--- config.mk ---
export PLATFORM = sky130hd
export DESIGN_NAME = uart_rx_bit_timer
export DESIGN_NICKNAME = d
export VERILOG_FILES = /design/src/rtl/uart_rx_pkg.sv /design/src/rtl/sync_bit.sv /design/src/rtl/uart_rx_bit_timer.sv
export SDC_FILE = /design/constraint.sdc
export NUM_CORES = 1
export LEC_CHECK = 0
export CORE_ASPECT_RATIO = 1.5
export CORE_UTILIZATION = 45
export DETAILED_ROUTE_END_ITERATION = 7
export DONT_BUFFER_PORTS = 1
export PLACE_DENSITY_LB_ADDON = 0.05
export SYNTH_ARGS = -nofsm -noshare
export SYNTH_HDL_FRONTEND = slang
export SYNTH_SLANG_ARGS = --single-unit
export TNS_END_PERCENT = 100
--- constraint.sdc ---
create_clock -name CLK -period 3 [get_ports CLK]
set_input_delay 0.6 -clock CLK [delete_from_list [all_inputs] [get_ports CLK]]
set_output_delay 0.6 -clock CLK [all_outputs]
set_load 0.01 [all_outputs]
--- src/rtl/uart_rx_pkg.sv ---
// rtl/uart_rx_pkg.sv - shared constants and helpers for the UART receiver bit timer
package uart_rx_pkg;

    localparam int DATA_WIDTH_DEF = 8;

    localparam int PRESC_8   = 8;
    localparam int PRESC_16  = 16;
    localparam int PRESC_32  = 32;
    localparam int PRESC_DEF = PRESC_8;

    function automatic logic maj3(input logic a, input logic b, input logic c);
        return (a & b) | (a & c) | (b & c);
    endfunction

endpackage

--- src/rtl/sync_bit.sv ---
// rtl/sync_bit.sv - multi-flop synchroniser for one asynchronous bit, resets to 1 (idle line)
module sync_bit #(
    parameter int STAGES = 2
) (
    input  logic clk_i,
    input  logic rstn_i,
    input  logic d_i,
    output logic q_o
);

    logic [STAGES-1:0] sync_q;

    always_ff @(posedge clk_i) begin
        if (!rstn_i) begin
            sync_q <= '1;
        end else begin
            sync_q <= {sync_q[STAGES-2:0], d_i};
        end
    end

    assign q_o = sync_q[STAGES-1];

endmodule

--- src/rtl/uart_rx_bit_timer.sv ---
// rtl/uart_rx_bit_timer.sv - oversampling bit/edge counters and 3-sample majority vote for UART Rx
module uart_rx_bit_timer
    import uart_rx_pkg::*;
#(
    parameter int DATA_WIDTH  = DATA_WIDTH_DEF,
    parameter int PRESC_W     = 6,
    parameter int SYNC_STAGES = 2
) (
    input  logic               CLK,
    input  logic               RST,
    input  logic               enable,
    input  logic               PAR_EN,
    input  logic [PRESC_W-1:0] Prescale,
    input  logic               RX_IN,
    output logic               rx_sync,
    output logic [PRESC_W-1:0] edge_cnt,
    output logic [3:0]         bit_cnt,
    output logic               sampled_bit,
    output logic               sample_valid,
    output logic               frame_end
);

    localparam logic [PRESC_W-1:0] ONE       = PRESC_W'(1);
    localparam logic [3:0]         LAST_BASE = 4'(DATA_WIDTH + 1);

    logic               en_q;
    logic [PRESC_W-1:0] p_q;
    logic [PRESC_W-1:0] p_lat;
    logic [PRESC_W-1:0] p_eff;
    logic [PRESC_W-1:0] half;
    logic [PRESC_W-1:0] edge_q, edge_d;
    logic [3:0]         bit_q, bit_d;
    logic [3:0]         last;
    logic               s0_q, s1_q;
    logic               sb_q, sv_q, fe_q;
    logic               enable_rise;
    logic               at_wrap;
    logic               at_last;
    logic               strobe_due;

    sync_bit #(
        .STAGES (SYNC_STAGES)
    ) u_rx_sync (
        .clk_i  (CLK),
        .rstn_i (RST),
        .d_i    (RX_IN),
        .q_o    (rx_sync)
    );

    // Anything other than a supported ratio falls back to 8x.
    always_comb begin
        p_lat = PRESC_W'(PRESC_8);
        if (Prescale == PRESC_W'(PRESC_16)) begin
            p_lat = PRESC_W'(PRESC_16);
        end else if (Prescale == PRESC_W'(PRESC_32)) begin
            p_lat = PRESC_W'(PRESC_32);
        end
    end

    assign enable_rise = enable & ~en_q;
    assign p_eff       = enable_rise ? p_lat : p_q;
    assign half        = p_eff >> 1;
    assign last        = LAST_BASE + {3'b000, PAR_EN};
    assign at_wrap     = (edge_q == p_eff - ONE);
    assign at_last     = (bit_q >= last);
    assign strobe_due  = enable && (edge_q == half + ONE);

    always_ff @(posedge CLK) begin
        if (!RST) begin
            en_q <= 1'b0;
            p_q  <= PRESC_W'(PRESC_DEF);
        end else begin
            en_q <= enable;
            p_q  <= p_eff;
        end
    end

    always_comb begin
        edge_d = edge_q + ONE;
        if (!enable || at_wrap) begin
            edge_d = '0;
        end
    end

    always_ff @(posedge CLK) begin
        if (!RST) begin
            edge_q <= '0;
        end else begin
            edge_q <= edge_d;
        end
    end

    // Wrapping at or beyond last keeps bit_cnt bounded even if PAR_EN drops mid-frame.
    always_comb begin
        bit_d = bit_q;
        if (!enable) begin
            bit_d = 4'd0;
        end else if (at_wrap) begin
            bit_d = at_last ? 4'd0 : bit_q + 4'd1;
        end
    end

    always_ff @(posedge CLK) begin
        if (!RST) begin
            bit_q <= 4'd0;
        end else begin
            bit_q <= bit_d;
        end
    end

    // Third sample is taken live from rx_sync on the vote edge, so the strobe lands at half+2.
    always_ff @(posedge CLK) begin
        if (!RST) begin
            s0_q <= 1'b1;
            s1_q <= 1'b1;
        end else begin
            if (enable && (edge_q == half - ONE)) begin
                s0_q <= rx_sync;
            end
            if (enable && (edge_q == half)) begin
                s1_q <= rx_sync;
            end
        end
    end

    always_ff @(posedge CLK) begin
        if (!RST) begin
            sb_q <= 1'b1;
            sv_q <= 1'b0;
            fe_q <= 1'b0;
        end else begin
            sv_q <= strobe_due;
            fe_q <= enable && at_wrap && at_last;
            if (strobe_due) begin
                sb_q <= maj3(s0_q, s1_q, rx_sync);
            end
        end
    end

    assign edge_cnt     = edge_q;
    assign bit_cnt      = bit_q;
    assign sampled_bit  = sb_q;
    assign sample_valid = sv_q;
    assign frame_end    = fe_q;

endmodule

* Yosys cells after proc, flatten, opt, wreduce, memory -nomap -nowiden
Cells that the tools add are included.
Word-level totals: register bits after elaboration 24, input port bits 11, word-level logic and storage cells 44
Operators by class: add/subtract/negate cells 6, order comparisons 1, eq/ne operators 6, muxes and demuxes 4, bitwise logic cells 8, reductions and logical operators 9
Operator list (count):
- 6-bit equality test | 3
- 6-bit 2-to-1 mux | 3
- 5-bit by 1-bit adder with 6-bit output (second input constant) | 1
- 6-bit by 1-bit adder with 6-bit output (second input constant) | 1
- 6-bit by 5-bit equality test with 1-bit output | 1
- 6-bit by 5-bit equality test with 1-bit output (second input constant) | 1
- 6-bit equality test (second input constant) | 1
- 5-bit by 1-bit subtractor with 6-bit output (second input constant) | 1
- 6-bit by 1-bit subtractor with 6-bit output (second input constant) | 1
- 1-bit logical AND | 5
- 4-bit by 1-bit adder with 4-bit output (first input constant) | 1
- 4-bit by 1-bit adder with 4-bit output (second input constant) | 1
- 1-bit AND | 4
- 4-bit >= comparator | 1
- 4-bit 2-to-1 mux | 1
- 1-bit NOT | 2
- 1-bit bitwise OR | 2
- 2-bit AND reduction | 1
- 2-bit OR reduction | 1
- 1-bit logical NOT | 1
- 1-bit logical OR | 1

* Logic depth before layout (Yosys ltp)
Gate-level depths: netlist of the first run.
depth in word-level cells 8, gate-level depth with buffers 11, gate-level depth less buffers 10

* Cells and area by module
From an unflattened synthesis of the first run, not the netlist that was laid out.
Unflattened totals: cell total of the unflattened synthesis 172, area, all modules 1498.9 um^2
Modules (own cells, without submodules):
- uart_rx_bit_timer | instances 1, cells each 168, area an instance 1446.4 um^2, seq. area each 440.4 um^2
- sync_bit | instances 1, cells each 4, area an instance 52.6 um^2, seq. area each 40.0 um^2

* Least setup slack after synthesis of the first run
Ideal clock, no wire load.
kind input to register, start point input enable, end point register bit_q[2], in the netlist bit_cnt[2], setup time 117 ps, data arrival time 2763 ps, path slack 119 ps, cell stages on the path 11, path through nand2b_1 -> buf_2 -> nand2_1 -> ha_1 -> a211oi_1 -> a211oi_1 -> nor3_1 -> xnor2_1 -> nor4_4 -> o21ai_1 -> a32o_1
On the way: longest elaborated chain between the ends 4, elaborated cells between the ends (all ways) 5, classes of those cells add/sub: 1; eq/ne: 1; mux: 1; bitwise: 1; reduce/logical: 1
RTL lines:
- start: declaration | RTL line uart_rx_bit_timer.sv:11 | input logic enable,
- 1-bit AND | RTL line uart_rx_bit_timer.sv:60 | assign enable_rise = enable & ~en_q;
- 6-bit 2-to-1 mux | RTL line uart_rx_bit_timer.sv:61 | assign p_eff = enable_rise ? p_lat : p_q;
- 6-bit by 1-bit subtractor with 6-bit output | RTL line uart_rx_bit_timer.sv:64 | assign at_wrap = (edge_q == p_eff - ONE);
- 6-bit equality test | RTL line uart_rx_bit_timer.sv:64
- end signal: assignment | RTL line uart_rx_bit_timer.sv:107 | bit_q <= bit_d;
- end: declaration | RTL line uart_rx_bit_timer.sv:32 | logic [3:0] bit_q, bit_d;
Several ways; a longest one is shown, not always the timed one. A chain may end at the register's enable or synchronous reset.

* Final worst setup path of the first run
start point register en_q, end point register bit_q[2], in the netlist bit_cnt[2]
On the way: longest elaborated chain between the ends 5
RTL lines:
- start: declaration | RTL line uart_rx_bit_timer.sv:26 | logic en_q;
- start signal: assignment | RTL line uart_rx_bit_timer.sv:73 | en_q <= enable;
- 1-bit NOT | RTL line uart_rx_bit_timer.sv:60
- 1-bit AND | RTL line uart_rx_bit_timer.sv:60
- 6-bit 2-to-1 mux | RTL line uart_rx_bit_timer.sv:61
- 6-bit by 1-bit subtractor with 6-bit output | RTL line uart_rx_bit_timer.sv:64
- 6-bit equality test | RTL line uart_rx_bit_timer.sv:64
No other way between the ends.

==> summary by stage, run 1 <==
Worst setup path
The setup slack of the most critical reg-to-reg path is 0.34 ns. STA classifies the critical path startpoint as a register. By startpoint and endpoint, the worst setup path is classified as register to register. In this design, the stage delay of the slowest critical-path cell is around 0.42 ns. The critical path starts at en_q. The buffers plus inverters on the worst setup path is 0. The slowest library cell on the worst path is sky130_fd_sc_hd__dfxtp_1. The terminus of the critical flop-to-flop path is bit_cnt[2]. At the worst endpoint, the required time is ~3.2 ns. In this run the worst path has a maximum fanout of 6. The critical path goes through nand2b_1, nand2_1, ha_1, a211oi_1, a211oi_1, nor3_1, xnor2_1, nor4_4, o21ai_1, a32o_1. The kind of cell adding the most delay to the critical path is simple AND/OR/NAND/NOR gates. The cell type with the highest occurrence count on the critical path is sky130_fd_sc_hd__a211oi_1. The source of the worst register-to-register timing path is en_q. The endpoint arrival time on the critical path is roughly 2.8 ns.

The count of cell instances traversed by the critical path is 10. The length in cells of the worst reg-to-reg path is 10. The nature of the critical path endpoint is a register. In this run the worst setup path terminates at bit_cnt[2].

STA
Setup violations remaining at the end of the flow were counted as 0. The hold violation total from the final report is 0. Of the available clock period, the critical path in the final layout requires ~89%.

The setup TNS after final layout is 0 ns. The number of slew-limit violations in the final report is 0. After layout, the minimum clock period comes to ~2.7 ns. The tightest hold path in the finished design has a slack of about 0.39 ns. Measured against its own limit, the worst slew margin works out to 59.11%. Static timing analysis puts the maximum clock frequency at about 380 MHz.

Setup repair after global routing left no endpoint under its margin. For the pin with the worst max-slew slack, the measured transition is ~0.61 ns. Across the routed clock network, the largest skew measured is 0.001948 ns.

Finish
The total of fill cells in the finished design is between 300 and 400. With fillers left out, the area of the finished cells amounts to roughly 0.0016 mm2. The post-route netlist has under 10% of its cells at a drive strength greater than 1. Leaving out fill and tap cells, the most frequent cells in the layout are sky130_fd_sc_hd__dfxtp_1, sky130_fd_sc_hd__nand2_1, sky130_fd_sc_hd__xnor2_1. The total number of nets in the final design is 200. The library cell used most frequently in the layout, excluding fill and tap cells, is sky130_fd_sc_hd__dfxtp_1. The number of antenna diodes in the final layout is 0.

The area overhead of the layout relative to synthesis is 6.189%.

Floorplan
The starting density of the core is 48.16%. In this run the count of I/O pins placed on the die edge is 25. The die is approximately 74 um tall.

The floorplan has 25 rows. The area enclosed by the die boundary is ~0.0037 mm2. The placeable core region is around 0.0032 mm2. The die width is approximately 50 um.

Global route
The initial antenna violation count is 0. Entering global routing, the biggest net connects 16 pins. Global routing used a little over a fifth of the available tracks. The overflow left after global routing is 0. The first-pass GRT wire length is 5927 um. The via count of the first global-routing pass is approximately 1300.

Clocking
After clock tree synthesis, the repair step resized 0 gates. The clock network latency to the later pin of the worst-skew pair is about 0.27 ns. CTS placed an instance of sky130_fd_sc_hd__clkbuf_8 at the clock tree root. TritonCTS built the clock tree. The hold buffer count at CTS is 0. Clock tree synthesis inserted a total of 3 buffers.

The total number of clock tree sinks is 24. After clock tree synthesis, the clock-pin slew on the worst setup and hold paths is roughly 0.080 ns. The buffers inserted during post-CTS setup optimization is 0.

In this run the number of H-tree levels came out at 1. The worst-case clock buffer depth is 2.

Placement
Summed over all nets, the half-perimeter wirelength after detailed placement is about 2600 um. The final estimated routing congestion in global placement is about 0.82. Port buffering added 0 buffers. Summing all placed instances gives a cell area of approximately 0.0016 mm2.

Job
Max-cap violations in this run came to 0.

Route
The number of detailed-routing iterations run before antenna repair is 4. After detailed routing, the number of remaining DRC violations is 0. In this run, the number of DRC markers left after iteration 0 of detailed routing was 43.

The routed design has ~3400 um of wire. The post-detailed-route count of antenna-violating nets is 0. The routed wire length per instance is about 15 um.

Dividing the detail-routed via count by the number of cells gives 5.868. For this block, the via count after detailed routing is approximately 1300.

Synthesis
The library cell occupying the most area in the post-synthesis netlist is sky130_fd_sc_hd__dfxtp_1. The fraction of synthesis flops using an asynchronous set or reset pin is 0%. The synthesized netlist devotes a little over an eighth of its cell area to compound gates. The largest family of logic cells by synthesized area is simple AND/OR/NAND/NOR gates.

Yosys mapped the design onto 47 distinct sky130hd cell types. After synthesis, the share of cell area in mux cells is under 10%. The synthesized netlist devotes about an eighth of its cell area to XOR and XNOR gates. The number of warning messages in the yosys log is 0. The netlist area before placement is ~0.0015 mm2. Summing the sequential cell areas from Yosys gives roughly 31% of the chip area.

In the synthesized netlist, the number of instances is 182. The count of flip-flops with a built-in enable after synthesis is 0. After Yosys synthesis, full adders, half adders and majority gates account for under 10% of the synthesized area.

The synthesized-area fraction occupied by and/or/nand/nor cells is between 20 and 30%. The top cell type's share of synthesized area is 31.27%. Among all flip-flop cells after synthesis, the most frequent one is sky130_fd_sc_hd__dfxtp_1. Synthesis inferred 24 register bits. Ranked by total cell area, the synthesized netlist is headed by sky130_fd_sc_hd__dfxtp_1, sky130_fd_sc_hd__xnor2_1, sky130_fd_sc_hd__ha_1. In this run the mean area of a mapped cell was between 8 and 9 um2. The number of nets in the synthesized netlist is about 200.

Power
In this run switching power makes up about 22% of total power. Per report_power, the combinational group accounts for between 5 and 6% of the total. Total power for the finished layout comes to ~0.59 mW.

Cell internal power was estimated by the tool at 0.4547 mW. The net switching component of the power is roughly 0.13 mW. The areal power density over the cells is 359.4 mW/mm2. The leakage power of the design is roughly 0.64 nW.

The share of power burned in the clock network is 38.3%. VDD sags by at most 0.2916 mV. The power share of the sequential group is 56.1%.

Min path
The path class of the tightest hold or removal check is input port to register.

Status
The flow ran to the end, and the final reports show no timing, DRC or antenna violations.
[routing by layer]
layer | vias to the layer above | wire [um] | track usage [%] | part of all wire, %
li1 | 638 | - | - | -
met1 | 620 | 1417 | 23.77 | 42
met2 | 29 | 1757 | 38.44 | 52
met3 | 4 | 122 | 3.106 | 3.6
met4 | 0 | 69 | 13.02 | 2.0
met5 | - | 0 | 0 | 0
[cell usage after synthesis, types with 3 or more instances]
library cell,number
sky130_fd_sc_hd__dfxtp_1,24
sky130_fd_sc_hd__nand2_1,15
sky130_fd_sc_hd__xnor2_1,15
sky130_fd_sc_hd__nor2_1,13
sky130_fd_sc_hd__ha_1,8
sky130_fd_sc_hd__inv_1,8
sky130_fd_sc_hd__nand3_1,8
sky130_fd_sc_hd__o21ai_0,8
sky130_fd_sc_hd__clkbuf_1,7
sky130_fd_sc_hd__nand2b_1,6
sky130_fd_sc_hd__nor2b_1,6
sky130_fd_sc_hd__xor2_1,6
sky130_fd_sc_hd__and3_1,5
sky130_fd_sc_hd__nor3_1,4
sky130_fd_sc_hd__or2_2,4
sky130_fd_sc_hd__a211oi_1,3
sky130_fd_sc_hd__nand3b_1,3
[cell families after synthesis]
group	count (synthesis)
flip-flops	24
AND/OR/NAND/NOR	79
buffers and inverters	17
XOR/XNOR	22
multiplexers	3
adder cells (fa/ha/maj)	8
AO/OA/AOI/OAI	29
[registers in the layout, indices dropped and copies added (netlist names)]
signal / flops
bit_cnt: 4
edge_cnt: 6
en_q: 1
frame_end: 1
p_q: 6
s0_q: 1
s1_q: 1
sample_valid: 1
sampled_bit: 1
u_rx_sync.sync_q: 2
[worst reg2reg max path, cell delays in order, from the launching register on]
cell,delay (ns)
sky130_fd_sc_hd__dfxtp_1,0.42
sky130_fd_sc_hd__nand2b_1,0.19
sky130_fd_sc_hd__nand2_1,0.15
sky130_fd_sc_hd__ha_1,0.25
sky130_fd_sc_hd__a211oi_1,0.25
sky130_fd_sc_hd__a211oi_1,0.12
sky130_fd_sc_hd__nor3_1,0.24
sky130_fd_sc_hd__xnor2_1,0.13
sky130_fd_sc_hd__nor4_4,0.40
sky130_fd_sc_hd__o21ai_1,0.12
sky130_fd_sc_hd__a32o_1,0.27
[cell type report]
class,instances,area (um2),area share [%]
clock buffer,4,55.05,3.374
multi-input combinational,141,993.5,60.89
inverter,8,30.03,1.840
tap,40,50.05,3.067
timing repair buffer,3,22.52,1.380
sequential,24,480.5,29.45
[through the flow]
stage | util [%] | setup slack [ns] | std cells
floorplan | - | 0.1193 | 182
global placement | 49.33 | 0.1015 | 216
detailed placement | 49.33 | 0.08374 | 216
CTS | 51.06 | 0.3142 | 220
global route | 51.14 | 0.01103 | 220
finish | 51.14 | 0.3423 | 220
[worst min-delay path by stage]
stage | start | endpoint | slack (ns) | depth (start not counted)
after floorplan | u_rx_sync.sync_q[0] | u_rx_sync.sync_q[1] | 0.39 | 1
after global placement | u_rx_sync.sync_q[0] | u_rx_sync.sync_q[1] | 0.40 | 1
after detailed placement | u_rx_sync.sync_q[0] | u_rx_sync.sync_q[1] | 0.41 | 1
after CTS | RST | p_q[3] | 0.37 | 1
after global routing | RST | s1_q | 0.39 | 1
final | RST | p_q[3] | 0.39 | 1
[power groups by stage]
stage               registers, mW  logic [mW]  clock network, mW
floorplan                   0.333      0.0310                  0
global placement            0.336      0.0322                  0
detailed placement          0.336      0.0331                  0
CTS                         0.329      0.0333              0.236
global route                0.330      0.0375              0.244
finish                      0.329      0.0332              0.224
Power figures use the tool's default switching activity.
==> run 2, diff against run 1 <==
--- a/config.mk
+++ b/config.mk
@@ -6,7 +6,7 @@
 export NUM_CORES = 1
 export LEC_CHECK = 0
 export CORE_ASPECT_RATIO = 1.5
-export CORE_UTILIZATION = 45
+export CORE_UTILIZATION = 56
 export DETAILED_ROUTE_END_ITERATION = 7
 export DONT_BUFFER_PORTS = 1
 export PLACE_DENSITY_LB_ADDON = 0.05
==> run 2 against run 1 <==
Effect of this change:
- combinational power up 2%
- routed wire length down 4.2%
- design area fell by 1.6%
- first-iteration DRC count shrank 51%
- clock skew up 0.0072 ns
- final cell count shrank 1.8%
- sequential share of layout area is 0.48 points higher
- worst hold slack lost 0.045 ns
- worst setup slack lost 0.031 ns
- critical path type unchanged
- critical path depth is the same
==> summary by stage, run 2 (same netlist as run 1, synthesis figures left out) <==
STA
The final critical-path required period was 2.688 ns (+0.03058 ns). The setup skew after layout was 0.009139 ns (+0.007191 ns). The setup TNS after final layout is 0 ns (unchanged).

The number of slew-limit violations in the final report is 0 (unchanged). Setup repair after global routing left no endpoint under its margin. The number of endpoints failing setup at the final stage is 0 (unchanged).

The hold violation total from the final report is 0 (unchanged). The minimum setup slack in the final design is 0.3117 ns (-0.03058 ns). The measured slew at the worst slew-check pin is 0.5887 ns (-0.02387 ns).

The share of the cycle needed by the critical path after routing is 89.61% (+1.0 points). The worst max-slew margin expressed relative to the limit is 60.70% (+1.6 points). The peak clock frequency supported by timing is 372.0 MHz (-1.1%).

Placement
The detailed placer's ending HPWL is 2556 um (+0.14%). The pre-CTS setup slack was 0.1198 ns (+0.03605 ns). The number of buffers added on ports is 0 (unchanged). The area after detailed placement came to 0.001569 mm2 (-0.32%).

The placed instance count was 212 (-1.9%). The final estimated routing congestion in global placement is 0.9048 (+10%).

Route
The routed length on met1 is 1330 um (-6.1%). The total detailed-routing wirelength came to 3225 um (-4.2%). After detailed routing, no signal wire sits above met4. The post-detailed-route DRC marker count came to 0 (unchanged). The number of detailed-routing iterations run before antenna repair was 4 (unchanged).

The post-detailed-route count of antenna-violating nets is 0 (unchanged). The initial DRC count is 21 (-51%). The average vias per placed instance is 5.866 (about the same). The routed wire length on met2 is 1698 um (-3.4%). The total met3 wirelength after detailed routing is 92 um (-25%).

The total vias in the final route came to 1267 (-1.9%). The routed wire length per instance is 14.93 um (-2.4%).

Global route
The via count of the first global-routing pass is 1250 (-5.1%). The all-layer global routing usage came to 25.32% (+3.8 points). The initial antenna violation count is 0 (unchanged). The overflow left after global routing is 0 (unchanged). The first-pass GRT wire length is 5464 um (-7.8%). The pin count of the biggest net entering global routing is 16 (unchanged).

Clocking
The worst-case clock buffer depth was 2 (unchanged). The number of buffers added by the clock tree synthesis step is 3 (unchanged). The hold buffer count at CTS is 0 (unchanged).

The clock network latency to the later pin of the worst-skew pair is 0.32 ns (+0.05 ns). The clock transition at the registers of the reported paths is 0.14 ns (+0.06 ns). The clock tree from TritonCTS is built. The cell at the root of the clock tree is sky130_fd_sc_hd__clkbuf_4. The buffers inserted during post-CTS setup optimization was 0 (unchanged).

The total number of clock tree sinks is 24 (unchanged). The count of H-tree levels built during CTS came to 1 (unchanged).

Worst setup path
The data required time at the worst endpoint is 3.23 ns (+0.06 ns). The critical path class is register to register. The endpoint arrival time on the critical path was 2.92 ns (+0.09 ns). The setup slack of the most critical reg-to-reg path came to 0.31 ns (-0.03 ns). The critical-path maximum fanout came to 6 (unchanged).

The source of the worst register-to-register timing path is en_q. The endpoint identified for the worst register-to-register timing path is bit_cnt[2]. The category of the worst setup path launch point is a register. The length in cells of the worst reg-to-reg path came to 10 (unchanged).

The nature of the critical path endpoint is a register.

Min path
The number of instances on the worst hold path is 1 (unchanged). The worst hold path begins at RST. The tightest min-delay check is of the input port to register type. The hold path endpoint is s1_q.

Power
The areal power density over the cells is 334.1 mW/mm2 (-7.0%). The overall power consumption was 0.5363 mW (-8.5%). The worst vdd rail ir drop is 0.3004 mV (+3.0%). The leakage power of the design was 0.6260 nW (-1.5%).

Floorplan
The placeable core region is 0.002532 mm2 (-21%). The area enclosed by the die boundary is 0.002962 mm2 (-19%). The count of boundary I/O pins is 25 (unchanged). The overall die height is 66.15 um (-10%). The starting density of the core came to 60.67% (+13 points). The die width came to 44.77 um (-9.9%).

The number of rows created at floorplan came to 22 (-12%).

Finish
The area used by multi-input combinational logic came to 991.0 um2 (-0.25%). The area of all sequential standard cells was 480.5 um2 (unchanged). Relative to the synthesized area, the layout overhead comes to 4.479%. The top cell types in the final layout, fill and taps aside, are sky130_fd_sc_hd__dfxtp_1, sky130_fd_sc_hd__nand2_1, sky130_fd_sc_hd__xnor2_1.

The share of cells above drive strength 1 came to 8.889% (-0.56 points). The total non-filler cell area in the finished layout is 0.001605 mm2 (-1.6%). The total of fill cells in the finished design came to 230 (-31%). The total number of nets in the final design is 200 (unchanged). The count of placed standard cells in the final layout, fillers left out is 216 (-1.8%). The diode insertion count for antenna repair is 0 (unchanged). The most common library cell in the layout ignoring fill and taps is sky130_fd_sc_hd__dfxtp_1.

Job
The number of max-cap violations is 0 (unchanged).

Status
The run finished with clean final reports.
## run 2: cell counts in the layout (fill, tap and decap cells not counted)
Identical to the previous run, type by type.
## run 2: layer usage
| layer | vias to the layer above | track usage [%] |
|---|---|---|
| met3 | 10 | 4.372 |
| met5 | - | 0 |
| met4 | 0 | 12.50 |
| li1 | 633 | - |
| met2 | 31 | 44.49 |
| met1 | 593 | 28.33 |
## run 2: critical path, stage by stage, from the launching register on
cell	delay (ns)
sky130_fd_sc_hd__dfxtp_1	0.47
sky130_fd_sc_hd__nand2b_1	0.23
sky130_fd_sc_hd__nand2_1	0.17
sky130_fd_sc_hd__ha_1	0.24
sky130_fd_sc_hd__a211oi_1	0.23
sky130_fd_sc_hd__a211oi_1	0.11
sky130_fd_sc_hd__nor3_1	0.28
sky130_fd_sc_hd__xnor2_1	0.17
sky130_fd_sc_hd__nor4_4	0.29
sky130_fd_sc_hd__o21ai_1	0.13
sky130_fd_sc_hd__a32o_1	0.27
## run 2: worst max-delay path by stage
stage,start,to,slack (ns),cells past startpoint
floorplan,enable,bit_cnt[2],0.12,11
global placement,Prescale[1],sampled_bit,0.12,7
detailed placement,Prescale[1],s0_q,0.12,7
CTS,en_q,bit_cnt[2],0.18,10
global route,en_q,bit_cnt[3],0.10,10
finish,en_q,bit_cnt[2],0.31,10
## run 2: layout make-up
type,count,share of cell area (%)
tap,36,2.806
clock buffer,4,2.260
multi-input combinational,141,61.73
inverter,8,1.871
timing repair buffer,3,1.403
sequential,24,29.93
## run 2: power breakdown
part	internal [mW]	switching (mW)
Sequential	0.322	0.00708
Combinational	0.0154	0.0184
Clock	0.0742	0.0989
Total	0.412	0.124
## run 2: per-stage QoR
stage	utilization (%)	hold slack [ns]
floorplan	-	0.3863
global placement	61.96	0.3993
detailed placement	61.96	0.4103
CTS	63.39	0.3309
global route	63.39	0.3321
finish	63.39	0.3404
## run 2: timing repair
action	in CTS	in global routing
gates resized for setup	0	0
setup endpoints to repair	0	8
hold endpoints to repair	0	0
==> run 3, diff against run 2 <==
--- a/config.mk
+++ b/config.mk
@@ -6,7 +6,7 @@
 export NUM_CORES = 1
 export LEC_CHECK = 0
 export CORE_ASPECT_RATIO = 1.5
-export CORE_UTILIZATION = 56
+export CORE_UTILIZATION = 62
 export DETAILED_ROUTE_END_ITERATION = 7
 export DONT_BUFFER_PORTS = 1
 export PLACE_DENSITY_LB_ADDON = 0.05
==> constraint.sdc (replaced) <==
create_clock -name CLK -period 2.9 [get_ports CLK]
set_input_delay 0.58 -clock CLK [delete_from_list [all_inputs] [get_ports CLK]]
set_output_delay 0.58 -clock CLK [all_outputs]
set_load 0.01 [all_outputs]
==> run 3 against run 2 <==
Effect of this change:
- critical path type unchanged
- global-route usage decreased by 0.058 points
- first-iteration DRC count grew 38%
- critical endpoint unchanged
- utilization is 6.5 points higher
- routed wire length decreased by 3.2%
- sequential share of layout area is 0.16 points higher
==> summary by stage, run 3 (same netlist as run 1, synthesis figures left out) <==
Floorplan
The placeable core region is 0.002286 mm2 (-9.7%). The count of boundary I/O pins is 25 (unchanged). The die width is 42.65 um (-4.7%).

The overall die height is 62.97 um (-4.8%). The area enclosed by the die boundary is 0.002685 mm2 (-9.3%). The number of rows created at floorplan is 21 (-4.5%). The starting density of the core is 67.21% (+6.5 points).

Global route
The via count of the first global-routing pass is 1244 (-0.48%). The all-layer global routing usage came to 25.26% (-0.058 points). The pin count of the biggest net entering global routing is 16 (unchanged). The overflow left after global routing is 0 (unchanged). The first-pass GRT wire length was 5292 um (-3.1%). The initial antenna violation count is 0 (unchanged).

Route
The total detailed-routing wirelength was 3123 um (-3.2%). The initial DRC count is 29 (+38%). The post-detailed-route count of antenna-violating nets is 0 (unchanged). The number of detailed-routing iterations run before antenna repair is 4 (unchanged). The routed wire length per instance was 15.31 um (+2.5%). The total vias in the final route came to 1259 (-0.63%).

The post-detailed-route DRC marker count is 0 (unchanged). The average vias per placed instance was 6.172 (+5.2%).

STA
The hold violation total from the final report is 0 (unchanged). The number of slew-limit violations in the final report is 0 (unchanged). The measured slew at the worst slew-check pin came to 0.6055 ns (+0.01679 ns). The worst max-slew margin expressed relative to the limit is 59.58% (-1.1 points). The setup skew after layout came to 0.003362 ns (-0.005777 ns).

The setup TNS after final layout was 0 ns (unchanged). The share of the cycle needed by the critical path after routing was 91.01% (+1.4 points). The final critical-path required period is 2.639 ns (-0.04906 ns). The peak clock frequency supported by timing is 378.9 MHz (+1.9%). The number of endpoints failing setup at the final stage is 0 (unchanged). Setup repair after global routing left no endpoint under its margin.

Clocking
The hold buffer count at CTS is 0 (unchanged). The number of buffers added by the clock tree synthesis step came to 3 (unchanged). The total number of clock tree sinks is 24 (unchanged). TritonCTS built the clock tree. The cell at the root of the clock tree is sky130_fd_sc_hd__clkbuf_4. The count of H-tree levels built during CTS came to 1 (unchanged). The buffers inserted during post-CTS setup optimization is 0 (unchanged).

The clock transition at the registers of the reported paths came to 0.12 ns (-0.02 ns). The post-cts repair resize count was 0 (unchanged). The clock network latency to the later pin of the worst-skew pair is 0.30 ns (-0.02 ns).

The worst-case clock buffer depth was 2 (unchanged).

Finish
The total number of nets in the final design is 201 (+0.50%). The diode insertion count for antenna repair is 0 (unchanged). The most common library cell in the layout ignoring fill and taps is sky130_fd_sc_hd__dfxtp_1.

The total of fill cells in the finished design is 182 (-21%). The share of cells above drive strength 1 is 9.392% (+0.50 points). From synthesis to final layout, the design area changed by 3.909%. The count of placed standard cells in the final layout, fillers left out is 204 (-5.6%). In the layout the commonest cells are sky130_fd_sc_hd__dfxtp_1, sky130_fd_sc_hd__nand2_1, sky130_fd_sc_hd__xnor2_1.

Min path
The number of instances on the worst hold path is 1 (unchanged). The worst hold path begins at RST. The tightest min-delay check is of the input port to register type. The hold path endpoint is s1_q.

Power
The areal power density over the cells is 339.6 mW/mm2 (+1.6%). The overall power consumption is 0.5421 mW (+1.1%). The worst vdd rail ir drop is 0.2044 mV (-32%). The internal power was 0.4257 mW (+3.3%). The switching fraction of total power is 21.47% (-1.7 points). The leakage power of the design is 0.6318 nW (+0.92%).

The portion of total power attributed to combinational logic is 6.3% (about the same). The power share of the sequential group is 62.8% (+1.4 points). The net switching component of the power is 0.1164 mW (-6.4%). The share of power burned in the clock network is 31.0% (-1.3 points).

Job
The number of max-cap violations is 0 (unchanged).

Worst setup path
The data required time at the worst endpoint was 3.11 ns (-0.12 ns). The worst setup path is captured at a register. The endpoint arrival time on the critical path is 2.85 ns (-0.07 ns). In this run the critical register-to-register path is captured at bit_cnt[2]. The worst register-to-register path begins at en_q. The setup slack of the most critical reg-to-reg path came to 0.26 ns (-0.05 ns). The length in cells of the worst reg-to-reg path is 10 (unchanged). The worst setup path is launched from a register. The critical path in this run is classified as register to register. The critical-path maximum fanout is 6 (unchanged).

Placement
The placed instance count is 200 (-5.7%). The number of buffers added on ports came to 0 (unchanged). The final estimated routing congestion in global placement is 0.8923 (-1.4%). The detailed placer's ending HPWL was 2450 um (-4.2%).

Status
The flow ran to the end, and the final reports show no timing, DRC or antenna violations.
==> run 3: cell count changes in the layout (fill, tap and decap cells not counted), sizes merged <==
cell and delta:
buf +1
==> run 3: stage by stage <==
stage | util (%) | hold slack (ns) | worst slack [ns] | area (um2)
4_1_cts | 69.84 | 0.3161 | 0.2142 | 1597
5_1_grt | 69.84 | 0.3096 | 0.02173 | 1597
3_5_place_dp | 68.25 | 0.4030 | 0.07544 | 1560
6_report | 69.84 | 0.3305 | 0.2608 | 1597
2_1_floorplan | - | 0.3863 | 0.03930 | 1536
3_3_place_gp | 68.25 | 0.3970 | 0.08065 | 1560
==> run 3: metal layers <==
layer / global-route usage [%] / vias up / share of wire [%]
li1: - / 638 / -
met1: 28.65 / 584 / 41
met2: 44.70 / 33 / 53
met3: 4.046 / 4 / 4.7
met4: 10.94 / 0 / 1.2
met5: 0 / - / 0
==> run 3: how the worst max path moves through the flow <==
stage                  end  depth (start not counted)   startpoint
2_1_floorplan   bit_cnt[2]                         11       enable
3_3_place_gp   sampled_bit                          7  Prescale[1]
3_5_place_dp   sampled_bit                          7  Prescale[1]
4_1_cts         bit_cnt[3]                         10         en_q
5_1_grt         bit_cnt[2]                         10         en_q
6_report        bit_cnt[2]                         10         en_q
==> run 3: layout make-up <==
type | count | area, um2 | share of cell area [%]
clock buffers | 4 | 36.28 | 2.273
inverters | 8 | 30.03 | 1.881
multi-input cells | 141 | 991.0 | 62.07
flip-flops and latches | 24 | 480.5 | 30.09
well taps | 23 | 28.78 | 1.803
repair buffers | 4 | 30.03 | 1.881
==> run 3: power by group through the flow <==
stage	Clock (mW)	Combinational [mW]	Sequential, mW
3_5_place_dp	0	0.0339	0.348
6_report	0.168	0.0339	0.340
4_1_cts	0.176	0.0339	0.340
2_1_floorplan	0	0.0321	0.344
5_1_grt	0.189	0.0380	0.341
3_3_place_gp	0	0.0329	0.348
==> run 3: critical path, stage by stage (launching register included) <==
cell and delay (ns):
sky130_fd_sc_hd__dfxtp_1 0.43, sky130_fd_sc_hd__nand2b_1 0.19, sky130_fd_sc_hd__nand2_1 0.16, sky130_fd_sc_hd__ha_1 0.24
sky130_fd_sc_hd__a211oi_1 0.25, sky130_fd_sc_hd__a211oi_1 0.12, sky130_fd_sc_hd__nor3_1 0.25, sky130_fd_sc_hd__xnor2_1 0.14
sky130_fd_sc_hd__nor4_4 0.41, sky130_fd_sc_hd__o21ai_1 0.11, sky130_fd_sc_hd__a32o_1 0.26
